[src/rtl/tlul_socket_m1_throttle.sv]
// rtl/tlul_socket_m1_throttle.sv - per-host outstanding limiter and quiesce controller for an M:1 TL-UL socket
// Optional: define CALIPTRA_TLUL_THROTTLE_CNT_ERR_EN to enable the sticky counter-consistency error.

package tlul_pkg;
  typedef struct packed {
    logic        a_valid;
    logic [2:0]  a_opcode;
    logic [2:0]  a_param;
    logic [1:0]  a_size;
    logic [7:0]  a_source;
    logic [31:0] a_address;
    logic [3:0]  a_mask;
    logic [31:0] a_data;
    logic        d_ready;
  } tl_h2d_t;

  typedef struct packed {
    logic        d_valid;
    logic [2:0]  d_opcode;
    logic [2:0]  d_param;
    logic [1:0]  d_size;
    logic [7:0]  d_source;
    logic        d_sink;
    logic [31:0] d_data;
    logic        d_error;
    logic        a_ready;
  } tl_d2h_t;
endpackage

module tlul_socket_m1_throttle
  import tlul_pkg::*;
#(
  parameter int unsigned  M              = 4,
  parameter int unsigned  MaxOutstanding = 2,
  localparam int unsigned CntW           = $clog2(MaxOutstanding + 1)
) (
  input  logic         clk_i,
  input  logic         rst_ni,
  input  tl_h2d_t      tl_h_i [M],
  output tl_d2h_t      tl_h_o [M],
  output tl_h2d_t      tl_s_o [M],
  input  tl_d2h_t      tl_s_i [M],
  input  logic         quiesce_req_i,
  output logic         quiesce_ack_o,
  output logic [M-1:0] busy_o,
  output logic         cnt_err_o
);

  typedef enum logic [1:0] {RUN, DRAIN, QUIESCED} state_e;

  localparam logic [CntW-1:0] MaxCnt = CntW'(MaxOutstanding);

  state_e              state_q, state_d;
  logic [M*CntW-1:0]   cnt_q, cnt_d;
  logic [M-1:0]        allow, acc, rsp, nz_d;
  logic                all_idle_d;
  logic                ack_q;

  // Only a_valid toward the socket is gated; every other field passes through.
  function automatic tl_h2d_t gate_req(input tl_h2d_t t, input logic en);
    tl_h2d_t r;
    r         = t;
    r.a_valid = t.a_valid & en;
    return r;
  endfunction

  // Only a_ready toward the host is gated; the D channel is never touched.
  function automatic tl_d2h_t gate_rsp(input tl_d2h_t t, input logic en);
    tl_d2h_t r;
    r         = t;
    r.a_ready = t.a_ready & en;
    return r;
  endfunction

  for (genvar g = 0; g < M; g++) begin : g_host
    logic [CntW-1:0] cnt;
    logic            inc, dec;

    assign cnt      = cnt_q[g*CntW +: CntW];
    // allow comes from registers only, so a_valid never loops back into a_ready.
    assign allow[g] = (state_q == RUN) && (cnt < MaxCnt);

    assign tl_s_o[g] = gate_req(tl_h_i[g], allow[g]);
    assign tl_h_o[g] = gate_rsp(tl_s_i[g], allow[g]);

    assign acc[g] = tl_h_i[g].a_valid & allow[g] & tl_s_i[g].a_ready;
    assign rsp[g] = tl_s_i[g].d_valid & tl_h_i[g].d_ready;

    // Simultaneous accept and response cancel; both ends saturate.
    assign inc = acc[g] & ~rsp[g] & (cnt != MaxCnt);
    assign dec = rsp[g] & ~acc[g] & (cnt != '0);
    assign cnt_d[g*CntW +: CntW] = inc ? cnt + 1'b1 : (dec ? cnt - 1'b1 : cnt);

    assign nz_d[g]   = (cnt_d[g*CntW +: CntW] != '0);
    assign busy_o[g] = (cnt != '0);

    cnt_max_a: assert property (@(posedge clk_i) disable iff (!rst_ni) cnt <= MaxCnt);
    acc_run_a: assert property (@(posedge clk_i) disable iff (!rst_ni) acc[g] |-> state_q == RUN);
  end

  assign all_idle_d = ~|nz_d;

  // Quiesce FSM next-state: abort in DRAIN takes priority over completion.
  always_comb begin
    state_d = state_q;
    unique case (state_q)
      RUN:      if (quiesce_req_i) state_d = DRAIN;
      DRAIN: begin
        if (!quiesce_req_i)  state_d = RUN;
        else if (all_idle_d) state_d = QUIESCED;
      end
      QUIESCED: if (!quiesce_req_i) state_d = RUN;
      default:  state_d = RUN;
    endcase
  end

  // State, counters and acknowledge registers.
  always_ff @(posedge clk_i or negedge rst_ni) begin
    if (!rst_ni) begin
      state_q <= RUN;
      cnt_q   <= '0;
      ack_q   <= 1'b0;
    end else begin
      state_q <= state_d;
      cnt_q   <= cnt_d;
      ack_q   <= (state_q == QUIESCED) && quiesce_req_i;
    end
  end

  assign quiesce_ack_o = ack_q;

  ack_idle_a: assert property (@(posedge clk_i) disable iff (!rst_ni) quiesce_ack_o |-> busy_o == '0);

`ifdef CALIPTRA_TLUL_THROTTLE_CNT_ERR_EN
  logic [M-1:0] err_set;
  logic         err_q;

  for (genvar g = 0; g < M; g++) begin : g_err
    assign err_set[g] = (rsp[g] && (cnt_q[g*CntW +: CntW] == '0)) ||
                        (acc[g] && !rsp[g] && (cnt_q[g*CntW +: CntW] == MaxCnt));
  end

  // Sticky error flag, cleared only by reset.
  always_ff @(posedge clk_i or negedge rst_ni) begin
    if (!rst_ni) err_q <= 1'b0;
    else         err_q <= err_q | (|err_set);
  end

  assign cnt_err_o = err_q;
`else
  assign cnt_err_o = 1'b0;
`endif

endmodule

[config.mk]
export PLATFORM = sky130hd
export DESIGN_NAME = tlul_socket_m1_throttle
export DESIGN_NICKNAME = d
export VERILOG_FILES = /design/src/rtl/tlul_socket_m1_throttle.sv
export SDC_FILE = /design/constraint.sdc
export NUM_CORES = 1
export LEC_CHECK = 0
export CORE_AREA = 5 5 429 431
export DETAILED_ROUTE_END_ITERATION = 12
export DIE_AREA = 0 0 434 436
export GPL_TIMING_DRIVEN = 0
export SETUP_SLACK_MARGIN = 0.1
export SLEW_MARGIN = 25
export SYNTH_ARGS = -nofsm -noshare
export SYNTH_HDL_FRONTEND = slang
export SYNTH_SLANG_ARGS = --single-unit
[constraint.sdc]
create_clock -name clk_i -period 4.15 [get_ports clk_i]
set_input_delay 0.415 -clock clk_i [delete_from_list [all_inputs] [get_ports clk_i]]
set_output_delay 0.415 -clock clk_i [all_outputs]
set_load 0.01 [all_outputs]
# --- Word level (Yosys, flattened, before mapping) ---
# Cells that the tools add are included.
op_classes:
  n_bitwise: 40
  n_mul: 0
  magnitude_cmp: 4
  n_div: 0
  add_sub_neg: 8
  n_mux: 13
  reduce_logical: 16
  n_eq_ne: 9
  shift: 0
op_table:
  columns: ["op", "n"]
  rows:
  - ["$and A1 B1 Y1", 32]
  - ["$mux W2", 12]
  - ["$reduce_bool A2 Y1", 8]
  - ["$ne A2 B2 Y1 const B", 6]
  - ["$add A2 B1 Y2 const B", 4]
  - ["$lt A2 B2 Y1 const B", 4]
  - ["$not A1 Y1", 8]
  - ["$sub A2 B1 Y2 const B", 4]
  - ["$pmux W2 S3", 1]
  - ["$logic_and A1 B1 Y1", 5]
  - ["$reduce_or A4 Y1", 1]
  - ["$ne A3 B3 Y1 const B", 1]
  - ["$reduce_and A3 Y1", 1]
  - ["$eq A2 B1 Y1 const B", 1]
  - ["$eq A2 B2 Y1 const B", 1]
  - ["$logic_not A2 Y1", 1]
word_totals:
  output_inout_bits: 558
  regBits: 11
  elab_cells: 93
  mem_bits_ro: 0
  n_memories: 0
  input_bits: 555
  mem_bits_rw: 0
  latch_bits: 0

# --- Depth between registers and ports, before layout ---
# Gate-level depths: netlist of the first run.
depth:
  depth_word: 14
  ltp_mapped: 8
  mapped_depth_nobuf: 8

# --- Worst setup path after synthesis of the first run ---
# OpenSTA, ideal clock, no wires.
synth_timing:
  path_type: "register -> register"
  from: "register state_q[1]"
  to: "register state_q[1]"
  setup_slack_ps: 2254
  n_path_buf: 1
  stages_incl_launch_ff: 8
  setup_time_ps: 75
  t_arrival_ps: 1820
  synth_period_minus_slack_ps: 1896
  t_required_ps: 4075
  path_cell_list: "dfrtp_1 buf_6 nor4b_4 and2_4 o2111ai_4 nor4_2 nand3_1 o21bai_2"
synth_lines:
  columns: ["element", "line", "rtl"]
  rows:
  - ["start: declaration", "53", "state_e state_q, state_d;"]
  - ["start signal: assignment", "124", "state_q <= state_d;"]

==> metrics.md, run 1 <==
| Metric | Value |
|---|---|
| Leak | 5.383 nW |
| Synth top area cells | buf_4, dfrtp_1, ha_1, nor4b_4, inv_1 |
| Design internal power | 0.001277 W |
| WL per Instance | 34.54 microns |
| CP Launch Point | state_q[0] |
| GR Util met2 | 24.14% |
| IO Count | 1113 |
| Top cell type's share of synthesized area | 80.80% |
| Setup tns final | 0 ps |
| TritonRoute pass-1 iters | 4 |
| Total core area | 179800 sq um |
| Initial antenna violation count | 183 |
| Fin. Hold Viols | 0 |
| Crit-path cells | buf_2 -> nor2_1 -> and3_1 -> clkdlybuf4s50_1 |
| Die height | 436 microns |
| Slew Limit Fails | 0 |
| VDD IR max | 0.1019 mV |
| Yosys cell types | 39 |
| Fin worst setup slack | 1267 ps |
| Vias in the first global route | 6861 |
| Iter 0 DRT Violations | 313 |
| Gr busiest metal | met2 |
| Most common cell after layout, fill and taps aside | clkdlybuf4s50_1 |
| Syn Std Cell Area | 5064 sq um |
| Synth-to-layout area growth | 176.2% |
| Total wire length | 125900 microns |
| Type of the most critical hold path | primary input to asynchronous set/reset pin |
| Dpl ws | 1270 ps |
| Pin count of the biggest net entering global routing | 12 |
| Max_slew headroom | 45.60% |
| First-pass GRT wire length | 139400 microns |
| Switching Fraction | 46.39% |
| Worst skew pair latency | 240 ps |
| Ys async rst share | 100.0% |
| Total GRT Usage | 12.63% |
| Placed Area | 13780 sq um |
| Worst r2r src | state_q[0] |
| Met1 Use GR | 10.04% |
| Sink Count | 11 |
| Seq pwr share | 8.3% |
| CTS tree | built |
| Sequential area share after synthesis | 5.436% |
| Final nets | 1789 |
| Slowest stage delay, CP | 1010 ps |
| Post-route cell area | 13990 sq um |
| GP Congestion | 1.099 |
| Clock network power share | 7.4% |
| Clock Skew | 2.405 ps |
| Power density cells | 170.3 nW/um^2 |
| Die area | 189200 sq um |
| Mapped Avg Cell Area | 7.838 sq um |
| Fill count | 20920 |
| Reg-to-Reg End | state_q[1] |
| Comb pwr share | 84.3% |
| Worst Tran Pin Value | 813.4 ps |
| Status | finished, final reports clean |
| CP Class | register to primary output |
| Dpl hpwl | 123100 microns |
| Path depth of the worst reg2reg path | 7 |
| Yosys warns | 0 |
| CTS Hold Buffers Added | 0 |
| Clk pin slew, worst setup/hold paths | 40 ps |
| Die width | 434 microns |
| Post-CTS Resized | 0 |
| Most frequent cells in the layout | clkdlybuf4s50_1, buf_4, inv_1, dfrtp_1, ha_1 |
| Total of max-cap violations | 0 |
| Layout cells sized above 1 | 45.63% |
| Cell accounting for the most synthesized area | buf_4 |
| Final worst-path cycle share | 69.46% |
| Initial Utilization | 2.817% |
| FMAX | 0.3469 GHz |
| Net Count, Synth | 1209 |
| Setup Viol. Count Final | 0 |
| CP Launch Type | register |
| Clock period minus worst slack | 2883 ps |
| Critical Path Sink | tl_s_o[257] |
| #FFs+latches synth | 11 |
| EDFF count, synth | 0 |
| Total grt overflow | 0 |
| CTS Buf Count | 3 |
| ANT nets after route | 0 |
| Clock Tree Buf Depth | 2 |
| R2R Setup Slk | 2000 ps |
| H-tree Lvls | 1 |
| DRC violations left | 0 |
| Global Route met3 Usage | 10.04% |
| CP Max Fanout | 6 |
| Mapped Cells | 646 |
| Final core utilization | 7.780% |
| CP endpoint kind | primary output |
| Port Buffers | 575 |
| Setup Fix Bufs, Post-CTS | 0 |
| Worst Path Arrival | 2470 ps |
| Via density | 1.887 |
| RSZ-0062 raised after global routing | no |
| Switch Pwr | 0.001105 W |
| WHS | 530.4 ps |
| CP max-delay cell | clkdlybuf4s50_1 |
| Via Count | 6875 |
| Rows | 156 |
| Critical Path RT | 3730 ps |
| Clock Tree Root | clkbuf_16 |
| Most used DFF post-synth | dfrtp_1 |
## layer usage
layer / share of wire, % / up-vias
met5: 0.31 / -
met4: 2.5 / 60
met3: 17 / 274
met2: 53 / 764
met1: 27 / 3084
li1: - / 2693
## metrics by stage
stage / power [W] / cells
after detailed placement: 0.002258 / 3591
after CTS: 0.002446 / 3595
after floorplan: 0.001042 / 646
final: 0.002381 / 3644
after global routing: 0.002523 / 3602
after global placement: 0.002207 / 3591
## area by class of cell
class	count	area [sq um]	share of cell area, %
plain buffers	547	4108	29.37
clock buffers	4	78.83	0.5636
inverters	16	60.06	0.4294
repair buffers	575	5756	41.15
multi-input cells	72	620.6	4.437
flip-flops and latches	11	275.3	1.968
diodes	49	122.6	0.8767
well taps	2370	2965	21.20
## cell families (layout without fill, tap and decap cells)
logic type,after synthesis,in the layout,share of synthesized area [%]
XOR/XNOR,2,2,0.3460
AND/OR/NAND/NOR,35,35,5.461
AO/OA/AOI/OAI,22,22,3.583
multiplexers,4,4,0.8154
flip-flops,11,11,5.436
other,1,50,0.07406
adder cells (fa/ha/maj),8,8,1.977
buffers and inverters,563,1142,82.31
## power groups by stage
stage          clock network [W]  logic [W]  registers, W
4_1_cts                 0.000179    0.00207      0.000196
3_5_place_dp                   0    0.00206      0.000197
2_1_floorplan                  0   0.000856      0.000186
6_report                0.000176    0.00201      0.000197
5_1_grt                 0.000186    0.00214      0.000202
3_3_place_gp                   0    0.00202      0.000190
## worst min path at each step
| stage | endpoint | slack (ps) | depth (start not counted) |
|---|---|---|---|
| finish | state_q[0] | 530 | 1 |
| global placement | cnt_q[2] | 520 | 1 |
| CTS | state_q[0] | 540 | 1 |
| global route | state_q[0] | 560 | 1 |
| floorplan | cnt_q[0] | 120 | 0 |
| detailed placement | cnt_q[2] | 550 | 1 |
## worst max-delay path: cells and delay by family, from the launching register on
| kind | cells | cell delay (ps) |
|---|---|---|
| buffers and inverters | 2 | 1190 |
| DFF | 1 | 350 |
| and+or+nand+nor | 2 | 640 |
## flip-flops by register name, summed over array words and instances, names as in the netlist
register and count:
quiesce_ack_o 1, state_q 2, cnt_q 8
## cells in the mapped netlist, types with 3 or more instances
cell      number
buf_4        545
a21oi_1        6
nor4b_4        3
mux2i_1        3
nand3b_1       4
inv_1         16
ha_1           8
and3_1         6
nand2_1        4
dfrtp_1       11
nand4_1        4
a31oi_1        3
No activity file was read; power rests on OpenSTA's default activity.
==> run 2: changes to the inputs <==
--- a/config.mk
+++ b/config.mk
@@ -5,9 +5,9 @@
 export SDC_FILE = /design/constraint.sdc
 export NUM_CORES = 1
 export LEC_CHECK = 0
-export CORE_AREA = 5 5 429 431
+export CORE_AREA = 5 5 425 427
 export DETAILED_ROUTE_END_ITERATION = 12
-export DIE_AREA = 0 0 434 436
+export DIE_AREA = 0 0 430 432
 export GPL_TIMING_DRIVEN = 0
 export SETUP_SLACK_MARGIN = 0.1
 export SLEW_MARGIN = 25
==> constraint.sdc (replaced) <==
create_clock -name clk_i -period 2.45 [get_ports clk_i]
set_input_delay 0.245 -clock clk_i [delete_from_list [all_inputs] [get_ports clk_i]]
set_output_delay 0.245 -clock clk_i [all_outputs]
set_load 0.01 [all_outputs]
==> run 2 against run 1 <==
Effect of this change:
- final cell count is 1.0% lower
- register-to-register slack worse by 1800 ps
- die area is 1.8% lower
- non-clock buffer count stayed put
- sequential share of layout area hardly changed
- first-iteration DRC count is 8.3% higher
- critical path depth stayed put
- setup slack worse by 1100 ps
- clock skew is 8.2 ps higher
- clock power is 82% higher
- critical endpoint is now busy_o[1]
- largest power group unchanged
==> metrics.md, run 2 (same netlist as run 1, synthesis figures left out) <==
| Metric | Value |
|---|---|
| Total grt overflow | 0 |
| CTS Buf Count | 3 |
| Final non-filler cell total | 3607 |
| Final nets | 1789 |
| Most frequent cells in the layout | clkdlybuf4s50_1, buf_4, inv_1, dfrtp_1, ha_1 |
| CP endpoint kind | primary output |
| Initial Utilization | 2.881% |
| IO Count | 1113 |
| Switch Pwr | 0.001873 W |
| Status | finished, final reports clean |
| CP Launch Type | register |
| Initial antenna violation count | 186 |
| Total GRT Usage | 12.66% |
| Placed Cells | 3561 |
| Worst skew pair latency | 250 ps |
| Clock period minus worst slack | 2267 ps |
| CP Max Fanout | 5 |
| Total of max-cap violations | 0 |
| Vias in the first global route | 6917 |
| Setup Fix Bufs, Post-CTS | 0 |
| Dpl hpwl | 122400 microns |
| Layout cells sized above 1 | 45.80% |
| Most common cell after layout, fill and taps aside | clkdlybuf4s50_1 |
| TritonRoute pass-1 iters | 4 |
| Rows | 154 |
| DRC violations left | 0 |
| Worst Path Arrival | 2020 ps |
| Sink Count | 11 |
| Clock Skew | 10.60 ps |
| Iter 0 DRT Violations | 339 |
| Critical Path RT | 2200 ps |
| Switching Fraction | 46.40% |
| Clock network power share | 7.9% |
| Clock Tree Root | clkbuf_16 |
| First-pass GRT wire length | 138400 microns |
| Type of the most critical hold path | primary input to asynchronous set/reset pin |
| Max_slew headroom | 52.45% |
| VDD IR max | 0.1371 mV |
| WL per Instance | 34.69 microns |
| Setup Viol. Count Final | 0 |
| CTS tree | built |
| CP Class | register to primary output |
| Clock Tree Buf Depth | 2 |
| Worst Tran Pin Value | 716.1 ps |
| Via density | 1.894 |
| Max reg flops | 8 |
| Reg with most FFs | cnt_q |
| Seq pwr share | 8.3% |
| Setup tns final | 0 ps |
| Fin. Hold Viols | 0 |
| Clk pin slew, worst setup/hold paths | 50 ps |
| H-tree Lvls | 1 |
| Power density cells | 289.4 nW/um^2 |
| Pin count of the biggest net entering global routing | 12 |
| Synth-to-layout area growth | 175.4% |
| GP Congestion | 1.048 |
| Total core area | 175700 sq um |
| Die width | 430 microns |
| Total wire length | 125100 microns |
| Port Buffers | 575 |
| Die height | 432 microns |
| FMAX | 0.4411 GHz |
| Die area | 185800 sq um |
| RSZ-0062 raised after global routing | no |
| Leak | 5.413 nW |
| Via Count | 6832 |
| ANT nets after route | 0 |
| Design internal power | 0.002163 W |
| Final worst-path cycle share | 92.53% |
| Slew Limit Fails | 0 |
| Comb pwr share | 83.8% |
-- run 2: cell count changes in the layout (fill, tap and decap cells not counted), sizes merged --
cell	delta
dlymetal6s2s	+1
dlygate4sd2	+4
clkdlybuf4s50	-7
clkdlybuf4s15	+2
diode	-7
-- run 2: layout make-up --
class | count | area, sq um
clock buffer | 4 | 78.83
sequential | 11 | 275.3
tap | 2340 | 2928
inverter | 16 | 60.06
antenna | 42 | 105.1
timing repair buffer | 575 | 5754
multi-input combinational | 72 | 636.9
buffer | 547 | 4108
fill | 20520 | 161800
-- run 2: critical path, stage by stage, from the launching register on --
cell	delay [ps]
dfrtp_1	440
inv_1	90
ha_1	240
inv_1	70
clkdlybuf4s50_1	910
-- run 2: power by group through the flow --
stage	registers [W]	clock network, W	logic (W)
floorplan	0.000314	0	0.00145
global placement	0.000323	0	0.00338
detailed placement	0.000333	0	0.00346
CTS	0.000330	0.000326	0.00347
global route	0.000343	0.000330	0.00362
finish	0.000333	0.000320	0.00338
-- run 2: final timing paths --
path                                  from    endpoint  slack, ps  depth (start not counted)
worst min-delay path                rst_ni    cnt_q[0]        380                          1
max in group asynchronous           rst_ni    cnt_q[7]       1660                          1
worst min register to register    cnt_q[2]    cnt_q[2]        610                          1
min in group clk_i                cnt_q[2]    cnt_q[2]        610                          1
worst max-delay path              cnt_q[2]   busy_o[1]        180                          4
worst max register to register  state_q[0]  state_q[1]        240                          7
-- run 2: timing repair --
action                     4_1_cts  5_1_grt
resized for setup               11        2
setup endpoints to repair        8        2
hold buffers                     0        0
-- run 2: per-stage QoR --
stage	hold WS (ps)	area (sq um)	setup WS (ps)	utilization, %	total power, W
final	378.8	13950	183.1	7.936	0.004036
after global routing	422.0	13860	62.52	7.885	0.004290
after CTS	403.3	13830	105.9	7.870	0.004126
after detailed placement	596.4	13750	-273.1	7.823	0.003792
after global placement	525.8	13750	-225.2	7.823	0.003707
after floorplan	-50.59	5064	554.3	-	0.001765
-- run 2: per-layer routing --
layer	part of all wire, %	GRT usage, %	up-vias
met5	0.38	0	-
li1	-	-	2683
met2	52	23.92	755
met3	19	11.27	297
met4	2.0	1.401	76
met1	27	9.851	3021
==> RTL edit: new RTL, settings of run 2 <==
Add a define of `CALIPTRA_TLUL_THROTTLE_CNT_ERR_EN`.
--- a/src/rtl/tlul_socket_m1_throttle.sv
+++ b/src/rtl/tlul_socket_m1_throttle.sv
@@ -2,2 +2,4 @@
 // Optional: define CALIPTRA_TLUL_THROTTLE_CNT_ERR_EN to enable the sticky counter-consistency error.
+
+`define CALIPTRA_TLUL_THROTTLE_CNT_ERR_EN
 
Formal check against the unedited RTL: not equivalent (Yosys sat finds a counterexample within 4 cycles, from zero or initial values and one cycle with rst_ni low).
==> RTL edit against run 2 <==
Setup slack got worse by 54 ps. Sequential cell count grew 1. Utilization about the same. Design area up 0.48%. Wire length grew 0.69%. Area after synthesis grew 0.72%. Power decreased by 0.71%. Sequential share of layout area is 0.19 points higher.
==> RTL edit: results (changes against run 2) <==
* Delay of the slowest critical-path stage at 530 ps (was 910 ps)
* Sequential element share of the synthesized area at 0.0589 (was 0.0544)
* Number of multi-input logic gates at 88 (was 72)
* First-pass GRT wire length at 139,000 µm (was 138,000 µm)
* Post-synth cell types at 44 (was 39)
* Power Combinational at 3.32 mW (was 3.38 mW)
* Final WL at 126,000 µm (was 125,000 µm)
* Setup repair bufs after CTS at 3 (was 0)
* Syn Nets at 1,224 (was 1,209)
* VDD IR max at 0.000215 V (was 0.000137 V)
* Final clock-cell share at 0.00634 (was 0.00565)
* Outcome: finished, final reports clean (unchanged)
* # fillers at 20,500 (about the same)
* Ant diodes at 31 (was 42)
* Vias per cell at 1.93 (was 1.89)
* Data buffer area share at 0.705 (was 0.707)
* Internal power at 2.17 mW (was 2.16 mW)
* Multi-input combinational cell area at 678 µm² (was 637 µm²)
* DRT met1 WL at 33,600 µm (was 33,300 µm)
* FF-to-FF End: state_q[0] (was state_q[1])
* Pleak at 5.41 nW (about the same)
* CTS resizes at 15 (was 11)
* Met2 WL post-DR at 67,300 µm (was 65,300 µm)
* Largest net degree at the start of global routing at 13 (was 12)
* Antenna violations before repair at 190 (was 186)
* Port Buffers at 576 (was 575)
* Least-Margin Pin Slew at 617 ps (was 716 ps)
* Clk sinks at 12 (was 11)
* Routed wl met3 at 22,600 µm (was 23,500 µm)
* Layout cell share with drive strength beyond 1 at 0.459 (was 0.458)
* Placed insts at 3,577 (was 3,561)
* Global placer's final weighted congestion at 1.08 (was 1.05)
* CP top delay family: simple AND/OR/NAND/NOR gates (was buffers and inverters)
* Vias in the first global route at 6,748 (was 6,917)
* Drt initial violations at 335 (was 339)
* Reg2reg setup slack at 130 ps (was 240 ps)
* Area contributors post-synth: buf_4 80%, dfrtp_1 5.9%, ha_1 2.0% (was buf_4 81%, dfrtp_1 5.4%, ha_1 2.0%)
* Top post-synthesis cells by count: 544 x buf_4, 15 x inv_1, 12 x dfrtp_1, 12 x nand2_1, 8 x ha_1 (was 545 x buf_4, 16 x inv_1, 11 x dfrtp_1)
* CP Max Fanout at 4 (was 5)
* Met1 Use GR at 0.101 (was 0.0985)
* Total area of sequential cells at 303 µm² (was 275 µm²)
* Worst hold slack at 383 ps (was 379 ps)
* Total global-route track usage at 0.127 (about the same)
==> RTL edit: cell count changes after synthesis, sizes merged, moves of 3 or more <==
| cell | change |
|---|---|
| nor3b | +3 |
| and3 | -6 |
| nand2 | +8 |
| mux2i | -3 |
| or4 | +4 |
| buf | -3 |
| or2 | +3 |
| o211ai | +3 |
| nand4bb | +3 |
==> RTL edit: kinds of logic after synthesis <==
logic type / after synthesis / share of synthesized area
and+or+nand+nor: 52 / 0.0667
adders and majority gates: 8 / 0.0196
AOI/OAI and AO/OA: 26 / 0.0368
DFF: 12 / 0.0589
muxes: 2 / 0.00442
buffers and inverters: 561 / 0.814
==> RTL edit: metrics by stage <==
step	setup WS [ps]	util	power, mW
finish	129	0.0797	4.01
global route	60.1	0.0793	4.25
CTS	106	0.0792	4.10
detailed placement	-154	0.0785	3.74
global placement	-129	0.0785	3.67
floorplan	181	-	1.70
